==> src/rtl/mc_ctrl_fsm_if.sv <==
// Control bundle between the multi-cycle control FSM (master) and the MIPS datapath (slave).
// The datapath supplies the decoded instruction fields; the FSM returns every control strobe and select.
interface mc_ctrl_fsm_if;
   logic [5:0] opcode;
   logic [5:0] funct;
   logic       bit16;
   logic       PCWrite;
   logic       IRWrite;
   logic       RegWrite;
   logic [1:0] RwIdSrc;
   logic [1:0] RwDataSrc;
   logic       MemRead;
   logic       MemWrite;
   logic       MemOpType;
   logic       MemDataExtType;
   logic [2:0] BranchType;
   logic [1:0] JumpType;
   logic [4:0] AluCtr;
   logic [1:0] AluBSrc;
   logic       ExtType;
   logic       instr_done;
   logic       illegal;

   modport master (
      input  opcode, funct, bit16,
      output PCWrite, IRWrite, RegWrite, RwIdSrc, RwDataSrc, MemRead, MemWrite,
             MemOpType, MemDataExtType, BranchType, JumpType, AluCtr, AluBSrc,
             ExtType, instr_done, illegal
   );

   modport slave (
      output opcode, funct, bit16,
      input  PCWrite, IRWrite, RegWrite, RwIdSrc, RwDataSrc, MemRead, MemWrite,
             MemOpType, MemDataExtType, BranchType, JumpType, AluCtr, AluBSrc,
             ExtType, instr_done, illegal
   );
endinterface

==> src/rtl/mc_ctrl_fsm.sv <==
// Multi-cycle MIPS control FSM: FETCH/DECODE/EXEC/MEM/WB, state-qualified single-cycle write pulses.
// Latency: branch/jump 3, ALU/store 4, load 5 cycles; no backpressure, the datapath always keeps pace.
// MC_CTRL_ILLEGAL_TRAP_EN: unknown instructions halt with sticky illegal; otherwise they retire as NOPs.
module mc_ctrl_fsm #(
   parameter logic [2:0] RESET_STATE = 3'd0
) (
   input  logic          clk,
   input  logic          rst,
   mc_ctrl_fsm_if.master bus
);
   typedef enum logic [2:0] {
      S_FETCH  = 3'd0,
      S_DECODE = 3'd1,
      S_EXEC   = 3'd2,
      S_MEM    = 3'd3,
      S_WB     = 3'd4,
      S_HALT   = 3'd5
   } state_e;

   typedef enum logic [1:0] {K_ALU, K_LOAD, K_STORE, K_CTL} kind_e;

   typedef struct packed {
      kind_e      kind;
      logic [4:0] alu;
      logic [1:0] bsrc;
      logic       ext;
      logic       memop;
      logic       memext;
      logic [2:0] bt;
      logic [1:0] jt;
      logic [1:0] rwid;
      logic [1:0] rwdata;
      logic       link;
   } dec_t;

   // Unknown encodings fall out as K_CTL with all-zero controls, i.e. a PC-advancing NOP.
   function automatic dec_t decode(input logic [5:0] op, input logic [5:0] fn, input logic b16);
      dec_t d;
      d = '0;
      d.kind = K_CTL;
      case (op)
         6'b000000: begin
            d.kind = K_ALU;
            d.rwid = 2'b01;
            case (fn)
               6'b100001: d.alu = 5'd0;
               6'b100011: d.alu = 5'd1;
               6'b100100: d.alu = 5'd2;
               6'b100101: d.alu = 5'd3;
               6'b101010: d.alu = 5'd4;
               6'b000000: d.alu = 5'd5;
               6'b001000: begin d.kind = K_CTL; d.rwid = 2'b00; d.jt = 2'b11; end
               default:   begin d.kind = K_CTL; d.rwid = 2'b00; end
            endcase
         end
         6'b001001: begin d.kind = K_ALU; d.bsrc = 2'b01; d.ext = 1'b1; end
         6'b001101: begin d.kind = K_ALU; d.alu = 5'd3; d.bsrc = 2'b01; end
         6'b001111: begin d.kind = K_ALU; d.alu = 5'd3; d.bsrc = 2'b11; end
         6'b100011: begin d.kind = K_LOAD; d.bsrc = 2'b01; d.ext = 1'b1; d.rwdata = 2'b01; end
         6'b100000: begin
            d.kind = K_LOAD; d.bsrc = 2'b01; d.ext = 1'b1; d.rwdata = 2'b01;
            d.memop = 1'b1; d.memext = 1'b1;
         end
         6'b101011: begin d.kind = K_STORE; d.bsrc = 2'b01; d.ext = 1'b1; end
         6'b101000: begin d.kind = K_STORE; d.bsrc = 2'b01; d.ext = 1'b1; d.memop = 1'b1; end
         6'b000100: begin d.alu = 5'd1; d.bt = 3'b001; end
         6'b000101: begin d.alu = 5'd1; d.bt = 3'b010; end
         6'b000001: begin d.bsrc = 2'b10; d.bt = b16 ? 3'b110 : 3'b101; end
         6'b000010: d.jt = 2'b01;
         6'b000011: begin d.jt = 2'b10; d.link = 1'b1; d.rwid = 2'b10; d.rwdata = 2'b10; end
         default: ;
      endcase
      return d;
   endfunction

   state_e     state_q, state_d;
   logic [5:0] op_q, fn_q;
   logic       b16_q;
   dec_t       dec_q;
   logic       pc_wr, ir_wr, reg_wr, mem_rd, mem_wr, done;

   assign dec_q = decode(op_q, fn_q, b16_q);

   always_ff @(posedge clk or posedge rst) begin
      if (rst) begin
         state_q <= state_e'(RESET_STATE);
         op_q    <= '0;
         fn_q    <= '0;
         b16_q   <= 1'b0;
      end else begin
         state_q <= state_d;
         if (state_q == S_DECODE) begin
            op_q  <= bus.opcode;
            fn_q  <= bus.funct;
            b16_q <= bus.bit16;
         end
      end
   end

`ifdef MC_CTRL_ILLEGAL_TRAP_EN
   function automatic logic known(input logic [5:0] op, input logic [5:0] fn);
      case (op)
         6'b000000: return fn inside {6'b100001, 6'b100011, 6'b100100, 6'b100101,
                                      6'b101010, 6'b000000, 6'b001000};
         6'b001001, 6'b001101, 6'b001111, 6'b100011, 6'b100000, 6'b101011,
         6'b101000, 6'b000100, 6'b000101, 6'b000001, 6'b000010, 6'b000011: return 1'b1;
         default: return 1'b0;
      endcase
   endfunction

   logic illegal_q;

   always_ff @(posedge clk or posedge rst) begin
      if (rst) begin
         illegal_q <= 1'b0;
      end else if (state_q == S_DECODE && !known(bus.opcode, bus.funct)) begin
         illegal_q <= 1'b1;
      end
   end

   assign bus.illegal = illegal_q;
`else
   assign bus.illegal = 1'b0;
`endif

   always_comb begin
      state_d            = state_q;
      pc_wr              = 1'b0;
      ir_wr              = 1'b0;
      reg_wr             = 1'b0;
      mem_rd             = 1'b0;
      mem_wr             = 1'b0;
      done               = 1'b0;
      bus.RwIdSrc        = 2'b00;
      bus.RwDataSrc      = 2'b00;
      bus.MemOpType      = 1'b0;
      bus.MemDataExtType = 1'b0;
      bus.BranchType     = 3'b000;
      bus.JumpType       = 2'b00;
      bus.AluCtr         = 5'd0;
      bus.AluBSrc        = 2'b00;
      bus.ExtType        = 1'b0;

      // Selects stay stable for the whole execute/memory/write-back window.
      if (state_q inside {S_EXEC, S_MEM, S_WB}) begin
         bus.RwIdSrc        = dec_q.rwid;
         bus.RwDataSrc      = dec_q.rwdata;
         bus.MemOpType      = dec_q.memop;
         bus.MemDataExtType = dec_q.memext;
         bus.AluCtr         = dec_q.alu;
         bus.AluBSrc        = dec_q.bsrc;
         bus.ExtType        = dec_q.ext;
      end

      case (state_q)
         S_FETCH: begin
            ir_wr   = 1'b1;
            state_d = S_DECODE;
         end
         S_DECODE: begin
            state_d = S_EXEC;
`ifdef MC_CTRL_ILLEGAL_TRAP_EN
            if (!known(bus.opcode, bus.funct)) state_d = S_HALT;
`endif
         end
         S_EXEC: begin
            case (dec_q.kind)
               K_LOAD, K_STORE: state_d = S_MEM;
               K_ALU:           state_d = S_WB;
               default: begin
                  state_d        = S_FETCH;
                  pc_wr          = 1'b1;
                  done           = 1'b1;
                  reg_wr         = dec_q.link;
                  bus.BranchType = dec_q.bt;
                  bus.JumpType   = dec_q.jt;
               end
            endcase
         end
         S_MEM: begin
            if (dec_q.kind == K_LOAD) begin
               mem_rd  = 1'b1;
               state_d = S_WB;
            end else begin
               mem_wr  = 1'b1;
               pc_wr   = 1'b1;
               done    = 1'b1;
               state_d = S_FETCH;
            end
         end
         S_WB: begin
            reg_wr  = 1'b1;
            pc_wr   = 1'b1;
            done    = 1'b1;
            state_d = S_FETCH;
         end
         S_HALT:  state_d = S_HALT;
         default: state_d = S_FETCH;
      endcase
   end

   // rst forces FETCH asynchronously, so strobes are masked to keep IRWrite quiet during reset.
   assign bus.PCWrite    = pc_wr  & ~rst;
   assign bus.IRWrite    = ir_wr  & ~rst;
   assign bus.RegWrite   = reg_wr & ~rst;
   assign bus.MemRead    = mem_rd & ~rst;
   assign bus.MemWrite   = mem_wr & ~rst;
   assign bus.instr_done = done   & ~rst;
endmodule

==> src/flat_wrapper.sv <==
// flat-port wrapper written by rule: the top's interface ports become plain ports
module mc_ctrl_fsm_flat 
#(
   parameter logic [2:0] RESET_STATE = 3'd0
)
  (clk, rst, bus_opcode, bus_funct, bus_bit16, bus_PCWrite, bus_IRWrite, bus_RegWrite, bus_RwIdSrc, bus_RwDataSrc, bus_MemRead, bus_MemWrite, bus_MemOpType, bus_MemDataExtType, bus_BranchType, bus_JumpType, bus_AluCtr, bus_AluBSrc, bus_ExtType, bus_instr_done, bus_illegal);
  mc_ctrl_fsm_if bus_i ();
  input  logic clk;
  input  logic rst;
  input wire logic [$bits(bus_i.opcode)-1:0] bus_opcode;
  input wire logic [$bits(bus_i.funct)-1:0] bus_funct;
  input wire logic [$bits(bus_i.bit16)-1:0] bus_bit16;
  output wire logic [$bits(bus_i.PCWrite)-1:0] bus_PCWrite;
  output wire logic [$bits(bus_i.IRWrite)-1:0] bus_IRWrite;
  output wire logic [$bits(bus_i.RegWrite)-1:0] bus_RegWrite;
  output wire logic [$bits(bus_i.RwIdSrc)-1:0] bus_RwIdSrc;
  output wire logic [$bits(bus_i.RwDataSrc)-1:0] bus_RwDataSrc;
  output wire logic [$bits(bus_i.MemRead)-1:0] bus_MemRead;
  output wire logic [$bits(bus_i.MemWrite)-1:0] bus_MemWrite;
  output wire logic [$bits(bus_i.MemOpType)-1:0] bus_MemOpType;
  output wire logic [$bits(bus_i.MemDataExtType)-1:0] bus_MemDataExtType;
  output wire logic [$bits(bus_i.BranchType)-1:0] bus_BranchType;
  output wire logic [$bits(bus_i.JumpType)-1:0] bus_JumpType;
  output wire logic [$bits(bus_i.AluCtr)-1:0] bus_AluCtr;
  output wire logic [$bits(bus_i.AluBSrc)-1:0] bus_AluBSrc;
  output wire logic [$bits(bus_i.ExtType)-1:0] bus_ExtType;
  output wire logic [$bits(bus_i.instr_done)-1:0] bus_instr_done;
  output wire logic [$bits(bus_i.illegal)-1:0] bus_illegal;
  assign bus_i.opcode = bus_opcode;
  assign bus_i.funct = bus_funct;
  assign bus_i.bit16 = bus_bit16;
  assign bus_PCWrite = bus_i.PCWrite;
  assign bus_IRWrite = bus_i.IRWrite;
  assign bus_RegWrite = bus_i.RegWrite;
  assign bus_RwIdSrc = bus_i.RwIdSrc;
  assign bus_RwDataSrc = bus_i.RwDataSrc;
  assign bus_MemRead = bus_i.MemRead;
  assign bus_MemWrite = bus_i.MemWrite;
  assign bus_MemOpType = bus_i.MemOpType;
  assign bus_MemDataExtType = bus_i.MemDataExtType;
  assign bus_BranchType = bus_i.BranchType;
  assign bus_JumpType = bus_i.JumpType;
  assign bus_AluCtr = bus_i.AluCtr;
  assign bus_AluBSrc = bus_i.AluBSrc;
  assign bus_ExtType = bus_i.ExtType;
  assign bus_instr_done = bus_i.instr_done;
  assign bus_illegal = bus_i.illegal;
  mc_ctrl_fsm #(.RESET_STATE(RESET_STATE)) u_core (.clk(clk), .rst(rst), .bus(bus_i));
endmodule
==> config.mk <==
export PLATFORM = sky130hd
export DESIGN_NAME = mc_ctrl_fsm_flat
export DESIGN_NICKNAME = d
export VERILOG_FILES = /design/src/rtl/mc_ctrl_fsm_if.sv /design/src/rtl/mc_ctrl_fsm.sv /design/src/flat_wrapper.sv
export SDC_FILE = /design/constraint.sdc
export NUM_CORES = 1
export LEC_CHECK = 0
export CAP_MARGIN = 5
export CORE_ASPECT_RATIO = 1.4
export CORE_MARGIN = 2
export CORE_UTILIZATION = 51
export CTS_BUF_LIST = sky130_fd_sc_hd__clkbuf_4 sky130_fd_sc_hd__clkbuf_8
export CTS_CLUSTER_SIZE = 20
export DETAILED_ROUTE_END_ITERATION = 8
export GPL_ROUTABILITY_DRIVEN = 0
export GPL_TIMING_DRIVEN = 1
export PLACE_DENSITY = 0.94
export SETUP_SLACK_MARGIN = 0.3
export SLEW_MARGIN = 20
export SYNTH_ARGS = -nofsm -noshare
export SYNTH_HDL_FRONTEND = slang
export SYNTH_SLANG_ARGS = --single-unit
export TNS_END_PERCENT = 10
==> constraint.sdc <==
create_clock -name clk -period 3.45 [get_ports clk]
set_input_delay 1.035 -clock clk [delete_from_list [all_inputs] [get_ports clk]]
set_output_delay 1.035 -clock clk [all_outputs]
set_load 0.02 [all_outputs]
==> flow_summary.toml <==
[run_status]
status = "complete, no violations"

[layout]
diodes = 0
area_growth_pct = 39.6
drive_above_1_share_pct = 28.9
post-route-util_pct = 74.0
finalNonFillerCells = 217
final_net_count = 211

[synth]
synth_top_cell_area_share_pct = 31.9
ys_warn_count = 0
synth.avg_cell_area_um2 = 8.41
synthCells = 149
synth_seq_area_share_pct = 31.9
synth_cell_types = 41
yosys.area.top_type = "dfrtp_1"
syn_area_mm2 = 0.00125
ys_ff_latch = 16
synth_area_leaders = "dfrtp_1 (32%), mux2_2 (11%), nor2_1 (6.0%)"

[die]
die_x_um = 45.9
die-area_mm2 = 0.00288
rows = 21
num_io_pins = 41
coreArea_mm2 = 0.00236
start_util_pct = 53.0
dieHeight_um = 62.7

[sta]
slew_violations = 0
fmax_mhz = 299
finalSetupViolations = 0
tns_ns = 0
rsz0062_at_grt = "true"
period_minus_slack_ns = 3.34
final_hold_viol_count = 0
fin_skew_ns = 0.00128
fin_crit_sh_pct = 96.9

[critical_path]
start_kind = "flip-flop"
critical_path_class = "flip-flop to output port"
r2r_start = "u_core.fn_q[3]"
cp.arrival_ns = 2.31
end_kind = "output port"
rrSetupSlack_ns = 1.58
rr_worst_depth = 7
critPathMaxFanout = 3
worstPathRequired_ns = 2.41
r2r_end = "u_core.state_q[2]"

[hold_path]
hold_path_class = "flip-flop to flip-flop"
min_from = "u_core.b16_q"
min_to = "u_core.b16_q"
hold_depth = 1

[global_routing]
grt_start_max_net_pins = 16
grt_pass1_wl_um = 5440
track_usage_pct = 25.3
antenna_found_initial = 0
grt_pass1_vias = 1238
overflow = 0

[route]
num_vias = 1365
final_antenna_net_count = 0
dr.pass1.iters = 5
drtIter0Drc = 68
drc = 0
via_per_inst = 6.29
wl_um = 3620
post_drt_wl_per_cell_um = 16.7

[cts]
cts_buffer_depth = 2
cts_tree = "done"
worstSkewPairLatency_ns = 0.30
clock-sinks = 16
cts_buffers = 3
clockRootBuffer = "clkbuf_4"
htreeDepth = 1
clk_pin_slew_ns = 0.09
cts_hold_buf = 0

[power_and_ir_drop]
totalPowerFinal_mw = 1.48
p_per_area_mw_per_mm2 = 846
peakVddDrop_mv = 0.471
leakagePower_nw = 0.759

[placement]
io_buffers = 37
dp.cells = 209
place_hpwl_um = 2490

[flow_run]
drv_cap = 0
-- per-stage QoR --
stage	hold slack (ns)	instance area (um^2)	worst slack [ns]
finish	0.518	1750	0.106
global route	0.533	1750	-0.00644
CTS	0.523	1730	0.105
detailed placement	0.501	1680	-0.175
global placement	0.490	1680	-0.100
floorplan	0.481	1270	0.458
-- power by group --
| group | switching [mW] | total [mW] | internal [mW] |
|---|---|---|---|
| Clock | 0.0647 | 0.106 | 0.0408 |
| Combinational | 0.482 | 0.918 | 0.436 |
| Sequential | 0.171 | 0.458 | 0.287 |
| Total | 0.717 | 1.48 | 0.764 |
-- layer usage --
metal | vias up | track usage (%) | part of all wire [%] | wire [um]
met4 | 0 | 10.0 | 2.1 | 75
met1 | 651 | 31.3 | 39 | 1410
met2 | 78 | 40.1 | 52 | 1860
li1 | 626 | - | - | -
met3 | 10 | 7.23 | 7.2 | 262
met5 | - | 0 | 0 | 0
-- worst max path at each step --
| stage | from | end | slack (ns) | cells past startpoint |
|---|---|---|---|---|
| 6_report | u_core.fn_q[3] | bus_BranchType[2] | 0.11 | 7 |
| 5_1_grt | u_core.fn_q[3] | bus_BranchType[2] | -0.006 | 7 |
| 4_1_cts | u_core.op_q[5] | bus_BranchType[1] | 0.10 | 6 |
| 3_5_place_dp | rst | bus_PCWrite | -0.17 | 3 |
| 3_3_place_gp | rst | bus_instr_done | -0.10 | 3 |
| 2_1_floorplan | rst | bus_instr_done | 0.46 | 4 |
-- area by class of cell --
type                       instances  area (um^2)
multi-input combinational        117          812
tap                               23         28.8
timing repair buffer              54          467
clock buffer                       3         22.5
sequential                        16          405
inverter                           4         15.0
fill                             164          614
-- cell usage after synthesis --
library cell / number
nand3b_1: 4
and2_1: 2
mux2_2: 12
a211oi_1: 2
a21oi_1: 9
or4_1: 1
or3_1: 1
and3_2: 1
a211oi_2: 1
and2b_1: 1
o21bai_2: 1
nand3_1: 6
nor4_4: 1
inv_1: 4
nor3_1: 4
buf_6: 1
o41ai_1: 2
buf_2: 5
nand2b_1: 4
nor3_2: 1
buf_4: 4
and3_1: 3
and4_1: 1
o21ai_0: 5
nor2_1: 20
clkbuf_1: 4
o32a_1: 1
xnor2_1: 1
nand4b_1: 2
dfrtp_1: 16
nor2b_1: 2
nand4_1: 2
o211ai_1: 1
a221o_1: 1
a41o_1: 1
and3b_1: 1
conb_1: 1
nand2_1: 9
a31oi_1: 3
mux2i_1: 3
nor4_1: 5
-- worst max-delay path: stages, from the launching register on --
cell and delay [ns]:
dfrtp_1 0.41, or4_4 0.54, a31oi_2 0.15, o21bai_2 0.10
buf_4 0.17, a21oi_2 0.21, nor3_1 0.10, dlygate4sd2_1 0.33
-- placed cells by master (no fill, tap or decap), types with 2 or more instances in the layout --
master,n
clkdlybuf4s50_1,23
nor2_1,20
buf_4,17
mux2_2,12
dfrtp_1,12
nand2_1,9
a21oi_1,7
dlygate4sd2_1,7
nand3_1,6
o21ai_0,5
inv_1,4
nand3b_1,4
nand2b_1,4
nor3_1,4
nor4_1,4
dfrtp_2,4
mux2i_1,3
and3_1,3
conb_1,3
clkbuf_4,3
clkbuf_2,3
nand4b_1,2
nand4_1,2
nor2b_1,2
a31oi_1,2
a211oi_2,2
buf_2,2
-- timing repair --
action	4_1_cts	5_1_grt
buffers inserted	5	0
endpoints found under the hold margin	0	0
endpoints found under the setup margin	21	23
gates resized for setup	23	23
cloned	0	0
pin swaps	5	3
-- cell families (layout without fill, tap and decap cells) --
group,Yosys count,count (layout),synth area share (%)
DFF,16,16,31.9
AOI/OAI and AO/OA,27,27,14.6
xor gates and xnor gates,1,1,0.699
buffers and inverters,18,61,7.68
and+or+nand+nor,71,71,31.6
other,1,3,0.299
muxes,15,15,13.2
-- registers in the layout, summed over array words and instances (netlist names) --
name,count
u_core.op_q,6
u_core.b16_q,1
u_core.state_q,3
u_core.fn_q,6
(Power assumes the default switching activity.)
